File: config.mk
export PLATFORM = sky130hd
export DESIGN_NAME = imem_program_loader_flat
export DESIGN_NICKNAME = d
export VERILOG_FILES = /design/src/rtl/imem_program_loader_if.sv /design/src/rtl/imem_program_loader.sv /design/src/flat_wrapper.sv
export SDC_FILE = /design/constraint.sdc
export NUM_CORES = 1
export LEC_CHECK = 0
export CAP_MARGIN = 30
export CORE_MARGIN = 8
export CORE_UTILIZATION = 23
export DETAILED_ROUTE_END_ITERATION = 8
export GPL_ROUTABILITY_DRIVEN = 0
export MAX_ROUTING_LAYER = met4
export PLACE_DENSITY = 0.41
export SYNTH_ARGS = -nofsm -noshare
export SYNTH_HDL_FRONTEND = slang
export SYNTH_SLANG_ARGS = --single-unit
File: constraint.sdc
create_clock -name clock -period 2 [get_ports clock]
set_input_delay 0.4 -clock clock [delete_from_list [all_inputs] [get_ports clock]]
set_output_delay 0.4 -clock clock [all_outputs]
set_load 0.01 [all_outputs]
File: src/rtl/imem_program_loader_if.sv
// Loader-side bundle: session control, byte-stream handshake and the
// core's instruction-memory load interface.
interface imem_program_loader_if #(
   parameter int PC_SIZE = 10
);
   logic               start;
   logic [PC_SIZE:0]   word_count;
   logic [7:0]         byte_in;
   logic               byte_valid;
   logic               byte_ready;
   logic               core_reset;
   logic               reset_IF_memory;
   logic               rw;
   logic [PC_SIZE-1:0] PC_write;
   logic [31:0]        instruction_in;
   logic               busy;
   logic               done;

   modport master (
      output start, word_count, byte_in, byte_valid,
      input  byte_ready, core_reset, reset_IF_memory, rw, PC_write,
             instruction_in, busy, done
   );

   modport slave (
      input  start, word_count, byte_in, byte_valid,
      output byte_ready, core_reset, reset_IF_memory, rw, PC_write,
             instruction_in, busy, done
   );
endinterface

File: src/rtl/imem_program_loader.sv
// Byte-stream program loader: assembles little-endian words and writes them
// into the core's instruction memory while holding the core in reset.
module imem_program_loader #(
   parameter int PC_SIZE      = 10,
   parameter int CLEAR_CYCLES = 2
) (
   input logic                  clock,
   input logic                  reset,
   imem_program_loader_if.slave bus
);
   localparam int CW = $clog2(CLEAR_CYCLES + 1);

   typedef enum logic [2:0] {S_IDLE, S_CLEAR, S_RECV, S_WRITE, S_DONE} state_t;

   state_t             state_q, state_d;
   logic [PC_SIZE:0]   wc_q, wc_d;
   logic [PC_SIZE:0]   addr_q, addr_d, addr_inc;
   logic [1:0]         byte_idx_q, byte_idx_d;
   logic [23:0]        word_q, word_d;
   logic [CW-1:0]      clr_cnt_q, clr_cnt_d;
   logic               byte_ready_q, byte_ready_d;
   logic               core_reset_q, core_reset_d;
   logic               rim_q, rim_d;
   logic               rw_q, rw_d;
   logic               busy_q, busy_d;
   logic               done_q, done_d;
   logic [PC_SIZE-1:0] pc_q, pc_d;
   logic [31:0]        instr_q, instr_d;
   logic               accept;

   // byte_ready_q is only ever high in RECV, so it alone qualifies the handshake
   assign accept   = byte_ready_q & bus.byte_valid;
   assign addr_inc = addr_q + (PC_SIZE+1)'(1);

   always_comb begin
      state_d    = state_q;
      wc_d       = wc_q;
      addr_d     = addr_q;
      byte_idx_d = byte_idx_q;
      word_d     = word_q;
      clr_cnt_d  = clr_cnt_q;
      pc_d       = pc_q;
      instr_d    = instr_q;
      unique case (state_q)
         S_IDLE: begin
            if (bus.start) begin
               wc_d       = bus.word_count;
               addr_d     = '0;
               byte_idx_d = '0;
               clr_cnt_d  = '0;
               state_d    = S_CLEAR;
            end
         end
         S_CLEAR: begin
            clr_cnt_d = clr_cnt_q + CW'(1);
            if (clr_cnt_q == CW'(CLEAR_CYCLES - 1))
               state_d = (wc_q == '0) ? S_DONE : S_RECV;
         end
         S_RECV: begin
            if (accept) begin
               byte_idx_d = byte_idx_q + 2'd1;
               unique case (byte_idx_q)
                  2'd0: word_d[7:0]   = bus.byte_in;
                  2'd1: word_d[15:8]  = bus.byte_in;
                  2'd2: word_d[23:16] = bus.byte_in;
                  2'd3: begin
                     // top lane goes straight into the output word
                     pc_d    = addr_q[PC_SIZE-1:0];
                     instr_d = {bus.byte_in, word_q};
                     state_d = S_WRITE;
                  end
                  default: ;
               endcase
            end
         end
         S_WRITE: begin
            addr_d  = addr_inc;
            state_d = (addr_inc == wc_q) ? S_DONE : S_RECV;
         end
         S_DONE:  state_d = S_IDLE;
         default: state_d = S_IDLE;
      endcase

      // outputs are registered, so they follow the state being entered
      byte_ready_d = (state_d == S_RECV);
      busy_d       = (state_d != S_IDLE);
      core_reset_d = busy_d;
      rim_d        = (state_d == S_CLEAR);
      rw_d         = (state_d == S_WRITE);
      done_d       = (state_d == S_DONE);
   end

   always_ff @(posedge clock) begin
      if (reset) begin
         state_q      <= S_IDLE;
         wc_q         <= '0;
         addr_q       <= '0;
         byte_idx_q   <= '0;
         word_q       <= '0;
         clr_cnt_q    <= '0;
         byte_ready_q <= 1'b0;
         core_reset_q <= 1'b0;
         rim_q        <= 1'b0;
         rw_q         <= 1'b0;
         busy_q       <= 1'b0;
         done_q       <= 1'b0;
         pc_q         <= '0;
         instr_q      <= '0;
      end else begin
         state_q      <= state_d;
         wc_q         <= wc_d;
         addr_q       <= addr_d;
         byte_idx_q   <= byte_idx_d;
         word_q       <= word_d;
         clr_cnt_q    <= clr_cnt_d;
         byte_ready_q <= byte_ready_d;
         core_reset_q <= core_reset_d;
         rim_q        <= rim_d;
         rw_q         <= rw_d;
         busy_q       <= busy_d;
         done_q       <= done_d;
         pc_q         <= pc_d;
         instr_q      <= instr_d;
      end
   end

   assign bus.byte_ready      = byte_ready_q;
   assign bus.core_reset      = core_reset_q;
   assign bus.reset_IF_memory = rim_q;
   assign bus.rw              = rw_q;
   assign bus.busy            = busy_q;
   assign bus.done            = done_q;
   assign bus.PC_write        = pc_q;
   assign bus.instruction_in  = instr_q;
endmodule
File: src/flat_wrapper.sv
// flat-port wrapper written by rule: the top's interface ports become plain ports
module imem_program_loader_flat 
#(
   parameter int PC_SIZE      = 10,
   parameter int CLEAR_CYCLES = 2
)
  (clock, reset, bus_start, bus_word_count, bus_byte_in, bus_byte_valid, bus_byte_ready, bus_core_reset, bus_reset_IF_memory, bus_rw, bus_PC_write, bus_instruction_in, bus_busy, bus_done);
  imem_program_loader_if #(.PC_SIZE(PC_SIZE)) bus_i ();
  input logic clock;
  input logic reset;
  input wire logic [$bits(bus_i.start)-1:0] bus_start;
  input wire logic [$bits(bus_i.word_count)-1:0] bus_word_count;
  input wire logic [$bits(bus_i.byte_in)-1:0] bus_byte_in;
  input wire logic [$bits(bus_i.byte_valid)-1:0] bus_byte_valid;
  output wire logic [$bits(bus_i.byte_ready)-1:0] bus_byte_ready;
  output wire logic [$bits(bus_i.core_reset)-1:0] bus_core_reset;
  output wire logic [$bits(bus_i.reset_IF_memory)-1:0] bus_reset_IF_memory;
  output wire logic [$bits(bus_i.rw)-1:0] bus_rw;
  output wire logic [$bits(bus_i.PC_write)-1:0] bus_PC_write;
  output wire logic [$bits(bus_i.instruction_in)-1:0] bus_instruction_in;
  output wire logic [$bits(bus_i.busy)-1:0] bus_busy;
  output wire logic [$bits(bus_i.done)-1:0] bus_done;
  assign bus_i.start = bus_start;
  assign bus_i.word_count = bus_word_count;
  assign bus_i.byte_in = bus_byte_in;
  assign bus_i.byte_valid = bus_byte_valid;
  assign bus_byte_ready = bus_i.byte_ready;
  assign bus_core_reset = bus_i.core_reset;
  assign bus_reset_IF_memory = bus_i.reset_IF_memory;
  assign bus_rw = bus_i.rw;
  assign bus_PC_write = bus_i.PC_write;
  assign bus_instruction_in = bus_i.instruction_in;
  assign bus_busy = bus_i.busy;
  assign bus_done = bus_i.done;
  imem_program_loader #(.PC_SIZE(PC_SIZE), .CLEAR_CYCLES(CLEAR_CYCLES)) u_core (.clock(clock), .reset(reset), .bus(bus_i));
endmodule
==> results by stage <==
Run status:
- The flow ran to the end, and the final reports show no timing, DRC or antenna violations.

Clock tree:
- The TritonCTS clock tree is built.
- CTS saw 100 sinks.
- The H-tree was split into 3 levels.
- The clock tree root buffer cell is sky130_fd_sc_hd__clkbuf_16.
- After clock tree synthesis, the clock-pin slew on the worst setup and hold paths is approximately 0.060 ns.
- The maximum root-to-sink buffer count is 2.
- The number of hold buffers added after CTS was 0.
- Buffers inserted during clock tree synthesis total 9.
- The insertion delay to the later sink of the worst-skew pair is ~0.34 ns.

Synth:
- The portion of the post-synthesis area used by sequential elements is around half.
- In the synthesized netlist the async set-or-reset flop fraction comes to 0%.
- After synthesis, the netlist uses 40 different library cells.
- Summing the areas of all compound-gate instances in the mapped netlist gives between 15 and 20% of the synthesized area.
- The number of flops mapped to enable cells by yosys is 0.
- The cell count after synthesis is between 500 and 600.
- Of the total synthesized cell area, the portion taken by full adders, half adders and majority gates is 1.83%.
- The combinational family with the most area after synthesis is simple AND/OR/NAND/NOR gates.
- The area of the mapped netlist is slightly above 4000 um^2.
- The largest area contributor in the netlist is sky130_fd_sc_hd__dfxtp_1.
- The post-synthesis average cell area is 7.89 um^2.
- The flip-flop cell with the highest count after synthesis is sky130_fd_sc_hd__dfxtp_1.
- The mux share of post-synthesis cell area is less than 1%.
- The top-area cell type share of the netlist area is 48.7%.
- The synthesized netlist devotes roughly 26% of its cell area to simple gates.
- The number of synthesized register bits is 100.
- The xor/xnor cell area share of the yosys netlist is approximately 3.2%.
- By area the synthesized netlist is led by sky130_fd_sc_hd__dfxtp_1 49%, sky130_fd_sc_hd__nand2_1 14%, sky130_fd_sc_hd__a21oi_1 12%.
- The net count after synthesis is between 500 and 600.
- For this run, the number of Yosys warnings is 0.

Timing:
- Counting I/O delays and the setup requirement, the final critical path takes ~2.0 ns.
- Derived from the worst setup path, the maximum achievable clock frequency is 509 MHz.
- The setup-violating endpoint count in the final report is 0.
- The worst path uses between 90 and 100% of the clock period.
- Clock skew on the completed layout was measured at 0.00546 ns.
- Setup slack closes at about 0.034 ns.
- The count of final hold-check violations is 0.
- The max-slew violation total from the final report was 0.
- Setup repair after global routing could not meet its margin everywhere.
- For the pin with the worst max-slew slack, the measured transition is 0.407 ns.
- The relative slew slack is between 70% and 80%.

Power and ir drop:
- The cell area power density is 714 nW/um^2.
- The internal power is ~3.1 mW.
- The static power due to leakage is roughly 1.9 nW.
- In this run switching power makes up 22.4% of total power.
- Summed over all nets, the switching power comes to 0.909 mW.
- The share of total power dissipated in combinational logic is around 7.6%.
- The maximum resistive drop on vdd is approximately 0.38 mV.
- The overall power of the completed layout is between 4 and 5 mW.
- The sequential share of power is about half.
- Of the total power, the clock network draws a little over two fifths.

Setup path:
- The launching point of the worst reg2reg path is u_core.addr_q[0].
- The type of origin of the critical path is a flop.
- The most critical setup path has its endpoint at u_core.bus.reset_IF_memory.
- At the worst endpoint, the required time is about 2.3 ns.
- Of all nets on the critical path, the largest fanout is 5.
- The capture instance of the worst register-to-register path is u_core.bus.reset_IF_memory.
- The depth of the worst register-to-register path is 7.
- The setup path with the least slack is of type flop to flop.
- The origin of the worst setup path is u_core.addr_q[0].
- The endpoint type of the worst setup path is a flop.
- Data on the critical path arrives at its endpoint at between 2 and 2.5 ns.
- The setup slack on the worst flop-to-flop path is roughly 0.034 ns.

Route:
- The number of DRC markers in iteration 0 is about 200.
- In this run the remaining antenna-violating nets after routing total 0.
- The total wire length is roughly 12 mm.
- The routed length per placed instance is between 10 and 15 um.
- For this run, the detailed router's first-pass iteration total came to 4.
- The detailed router placed between 3000 and 4000 vias in this run.
- The number of remaining DRC errors is 0.
- After detailed routing, the number of vias per cell comes to roughly 4.5.

Layout:
- In the layout the commonest cells are 148 x sky130_fd_sc_hd__nand2_1, 96 x sky130_fd_sc_hd__dfxtp_1, 94 x sky130_fd_sc_hd__a21oi_1.
- Leaving out filler cells and counting taps, the final layout contains between 800 and 900.
- The area taken by multi-input logic gates is 2000 um^2.
- The final layout contains ~640 nets.
- The cell area after layout is between 5000 and 6000 um^2.
- After filler insertion, the fill cell instance count of the layout stands at a little under 2000.
- Leaving out fill and tap cells, the most frequent cell in the layout is sky130_fd_sc_hd__nand2_1.
- The antenna diode instance count is 0.
- Compared with the post-synthesis result, the final layout area differs by 38.2%.
- Across the whole layout, storage elements account for 2010 um^2.
- The share of cells above drive strength 1 is between 10% and 20%.

Worst hold path:
- The worst min-delay path class is primary input to flop.

Die:
- The number of standard-cell rows in the floorplan is 49.
- The initial utilization of the core area, before any placement, comes to a little under a quarter.
- The chip width is 150 um.
- The die area is between 20000 and 25000 um^2.
- The height of the die is roughly 150 um.
- After floorplanning, the core was sized to cover 17800 um^2.
- During I/O placement, the number of pins put on the boundary was 71.

Placement:
- The number of placed cells counting well taps is between 800 and 900.
- Prior to clock tree synthesis, the placed netlist has a worst setup slack of -0.0892 ns.
- The number of buffer cells added on primary ports is 70.
- Summing all placed instances gives a cell area of ~5300 um^2.
- Detailed placement finished with a half-perimeter wire length of between 8 and 9 mm.

Global routing:
- Entering global routing, the biggest net connects 76 pins.
- For this run, the total global-route usage over all layers was measured as 11.5%.
- The global route total overflow is 0.
- The number of global-route vias before repair is 3749.
- The first-pass GRT wire length is roughly 20 mm.
- The number of antenna violations at the first check in global routing is 0.

Job:
- Max-cap violations in this run came to 0.
[cell families (layout without fill, tap and decap cells)]
group           after synthesis  after routing
mux                           1              1
xor+xnor                     15             15
buf+inv                      44            135
compound gates              118            118
fa+ha+maj                     6              6
simple gates                237            237
flops                       100            100
[final cells by class]
| type | count | share of cell area (%) |
|---|---|---|
| clock inverter | 2 | 0.661 |
| multi-input combinational | 377 | 35.2 |
| timing repair buffer | 117 | 19.0 |
| clock buffer | 11 | 4.27 |
| sequential | 100 | 35.4 |
| tap | 229 | 5.05 |
| inverter | 5 | 0.330 |
[worst max-delay path: stages, from the launching register on]
cell                        delay, ns
sky130_fd_sc_hd__dfxtp_4         0.36
sky130_fd_sc_hd__buf_6           0.09
sky130_fd_sc_hd__and4_4          0.22
sky130_fd_sc_hd__nand2_2         0.06
sky130_fd_sc_hd__or3b_4          0.40
sky130_fd_sc_hd__a2111oi_4       0.38
sky130_fd_sc_hd__a31o_4          0.26
sky130_fd_sc_hd__and2_4          0.14
[power groups by stage]
| stage | clock network [mW] | logic (mW) | registers (mW) |
|---|---|---|---|
| 2_1_floorplan | 0 | 0.165 | 2.08 |
| 3_3_place_gp | 0 | 0.306 | 2.10 |
| 3_5_place_dp | 0 | 0.306 | 2.10 |
| 4_1_cts | 1.77 | 0.308 | 2.05 |
| 5_1_grt | 1.85 | 0.342 | 2.05 |
| 6_report | 1.69 | 0.310 | 2.05 |
[metrics by stage]
step / setup TNS, ns / util [%] / hold slack, ns
CTS: 0 / 31.6 / 0.293
global route: -0.196 / 31.9 / 0.310
finish: 0 / 31.9 / 0.310
global placement: -1.10 / 29.8 / 0.445
floorplan: 0 / - / 0.432
detailed placement: -0.621 / 29.8 / 0.445
[cell usage after synthesis, types with 4 or more instances]
cell type                  number
sky130_fd_sc_hd__nor3_1         4
sky130_fd_sc_hd__xnor2_1       11
sky130_fd_sc_hd__inv_1          5
sky130_fd_sc_hd__xor2_1         4
sky130_fd_sc_hd__dfxtp_1      100
sky130_fd_sc_hd__nand2_1      150
sky130_fd_sc_hd__a21oi_1       97
sky130_fd_sc_hd__nand4_1        4
sky130_fd_sc_hd__o21ai_0        7
sky130_fd_sc_hd__nor2_1        21
sky130_fd_sc_hd__nor4_1         4
sky130_fd_sc_hd__clkbuf_1      32
sky130_fd_sc_hd__ha_1           6
sky130_fd_sc_hd__nand3_1       33
sky130_fd_sc_hd__buf_2          4
[repair_timing]
action,in CTS,in global routing
pin swaps,4,3
gates resized for setup,7,13
setup endpoints to repair,7,7
setup buffers,3,1
hold endpoints to repair,0,0
[sequential cells by signal, indices dropped and copies added, names as in the netlist, 2 cells and up]
name / flops
u_core.bus.instruction_in: 32
u_core.word_q: 24
u_core.byte_idx_q: 2
u_core.state_q: 3
u_core.addr_q: 11
u_core.wc_q: 11
u_core.bus.PC_write: 10
u_core.clr_cnt_q: 2
[worst min-delay path by stage]
| stage | start | end | slack, ns | cells past startpoint |
|---|---|---|---|---|
| 6_report | reset | u_core.bus.rw | 0.31 | 2 |
| 5_1_grt | reset | u_core.bus.rw | 0.31 | 2 |
| 4_1_cts | reset | u_core.state_q[1] | 0.29 | 2 |
| 3_5_place_dp | u_core.word_q[1] | u_core.bus.instruction_in[1] | 0.45 | 2 |
| 3_3_place_gp | u_core.word_q[14] | u_core.bus.instruction_in[14] | 0.45 | 2 |
| 2_1_floorplan | u_core.word_q[0] | u_core.bus.instruction_in[0] | 0.43 | 2 |
[routing by layer]
| layer | global-route usage (%) | part of all wire, % |
|---|---|---|
| met1 | 15.1 | 52 |
| met2 | 16.8 | 43 |
| met3 | 2.09 | 3.9 |
| met4 | 5.25 | 1.8 |
| met5 | - | 0 |
Power figures use the tool's default switching activity.
==> patch (same flow settings) <==
`PC_SIZE` is set to 10 in 3 places; all go to 20.
--- a/src/rtl/imem_program_loader_if.sv
+++ b/src/rtl/imem_program_loader_if.sv
@@ -2,5 +2,5 @@
 // core's instruction-memory load interface.
 interface imem_program_loader_if #(
-   parameter int PC_SIZE = 10
+   parameter int PC_SIZE = 20
 );
    logic               start;
--- a/src/rtl/imem_program_loader.sv
+++ b/src/rtl/imem_program_loader.sv
@@ -2,5 +2,5 @@
 // into the core's instruction memory while holding the core in reset.
 module imem_program_loader #(
-   parameter int PC_SIZE      = 10,
+   parameter int PC_SIZE      = 20,
    parameter int CLEAR_CYCLES = 2
 ) (
--- a/src/flat_wrapper.sv
+++ b/src/flat_wrapper.sv
@@ -2,5 +2,5 @@
 module imem_program_loader_flat 
 #(
-   parameter int PC_SIZE      = 10,
+   parameter int PC_SIZE      = 20,
    parameter int CLEAR_CYCLES = 2
 )
Interface: changed (resized bus_PC_write and bus_word_count); port bits go from 71 to 91. No check against the original RTL was run, so the function may have changed too.
==> patch against the unedited design <==
The flow now finishes with violations (setup timing). Critical path type unchanged. Worst setup slack lost 0.36 ns. Largest cell class is now multi-input combinational cells. Clock power is 82% higher. Core utilization increased by 2.2 points. Final cell count increased by 44%. Total power is 54% higher. Worst hold slack gained 0.090 ns. Count of clock-buffer cells in the layout grew 6. Via count grew 44%. Routed wire length up 48%. Sequential cell count increased by 30. Cell area grew 45%. Synthesized area is 36% higher. Global-route usage up 1.5 points.
==> patch: results (changes against the unedited design) <==
| Metric | Value |
|---|---|
| Status | `finished, violations left` |
| Failing checks | `setup timing` |
| Via count | `5372 (+44%)` |
| Setup crit start | `u_core.addr_q[11]` |
| WL/cell | `14.8 um (+3.1%)` |
| Syn nets | `767 (+39%)` |
| Largest net degree at the start of global routing | `40 (-47%)` |
| Layout cells sized above 1 | `18.9% (+5.4 points)` |
| Psw | `1700 uW (+87%)` |
| Met2 wire len | `7.96 mm (+54%)` |
| Clk pwr share | `49.3% (+7.5 points)` |
| Post-place instance area | `7460 sq um (+41%)` |
| Sw Share | `27.3% (+4.9 points)` |
| Hold EP | `u_core.addr_q[2]` |
| # fillers | `2623 (+34%)` |
| Slowest cell on crit path | `or4_4` |
| Setup violators final | `8 (+8)` |
| Worst EP arrival | `2.62 ns (+0.36 ns)` |
| Post CTS Setup Buffer Count | `5 (+2)` |
| Met2 Track Usage GR | `18.8% (+1.9 points)` |
| H-tree depth | `4 (+1)` |
| Hold_ws | `0.400 ns (+0.0901 ns)` |
| Post-route setup slack | `-0.325 ns (-0.359 ns)` |
| Reg2reg end | `u_core.bus.core_reset` |
| Met1 GRT Util | `17.5% (+2.4 points)` |
| DR WL met3 | `681 um (+46%)` |
| Setup Total Neg Slack | `-1.95 ns (-1.95 ns)` |
| Min-delay src | `reset` |
| VDD IR max | `0.000413 V (+8.4%)` |
| Post-DP HPWL | `13.2 mm (+49%)` |
| Worst-margin pin slew | `0.435 ns (+0.0274 ns)` |
| Routed met1 length | `9.08 mm (+45%)` |
| Area contributors post-synth | `dfxtp_1, nand2_1, a21oi_1, clkbuf_1, nand3_1` |
| Total instance count after detailed placement | `1175 (+42%)` |
| Max stage delay on crit path | `0.52 ns (+0.12 ns)` |
| Post-synth top flop | `dfxtp_1` |
| LEAKAGE | `0.00290 uW (+51%)` |
| Final std cells w/o fill | `1211 (+44%)` |
| Area Growth Syn to Fin | `47.3%` |
| Post-synthesis sequential area ratio | `46.5% (-2.2 points)` |
| Global-route wire length before repair | `28.9 mm (+46%)` |
| CTS buffer count | `17 (+8)` |
| Met3 Usage GRT | `2.33% (+0.24 points)` |
| Initial DRC Count | `236 (+21%)` |
| Global Route Usage Sum | `12.9% (+1.5 points)` |
| Worst-Skew Late Latency | `0.43 ns (+0.09 ns)` |
| Clock Skews | `0.0101 ns (+0.00463 ns)` |
| Distinct cells, synth | `45 (+13%)` |
| # nets final | `913 (+43%)` |
| PortBufs | `90 (+29%)` |
| Max FO, Critical Path | `5 (unchanged)` |
| PostCTS Resize Cnt | `23 (+16)` |
| Vias in the first global route | `5268 (+41%)` |
patch: cell types whose count changed in the layout (fill, tap and decap cells not counted), moves of 8 or more:
cell | before | now
clkdlybuf4s50_1 | 69 | 89
nor3_1 | 2 | 11
xnor2_1 | 9 | 18
a21oi_1 | 94 | 117
clkbuf_16 | 9 | 17
nand2_1 | 148 | 198
xor2_1 | 4 | 14
buf_4 | 43 | 82
nor2_1 | 21 | 35
o21ai_0 | 7 | 18
dfxtp_1 | 96 | 120
patch: cells by family (layout without fill, tap and decap cells):
logic type      Yosys count  count (layout)  share of synthesized area [%]
mux                       1               1                          0.179
simple gates            330             330                           26.1
compound gates          165             165                           16.3
xor+xnor                 32              32                           5.01
fa+ha+maj                 6               6                           1.34
flops                   130             130                           46.5
buf+inv                  64             223                           4.56
patch: layout make-up:
type                    count  share of cell area (%)
clock buffers              17                    5.16
clock inverters            15                    1.87
inverters                   5                   0.228
multi-input cells         534                    35.1
flip-flops and latches    130                    31.8
well taps                 324                    4.92
repair buffers            186                    21.0
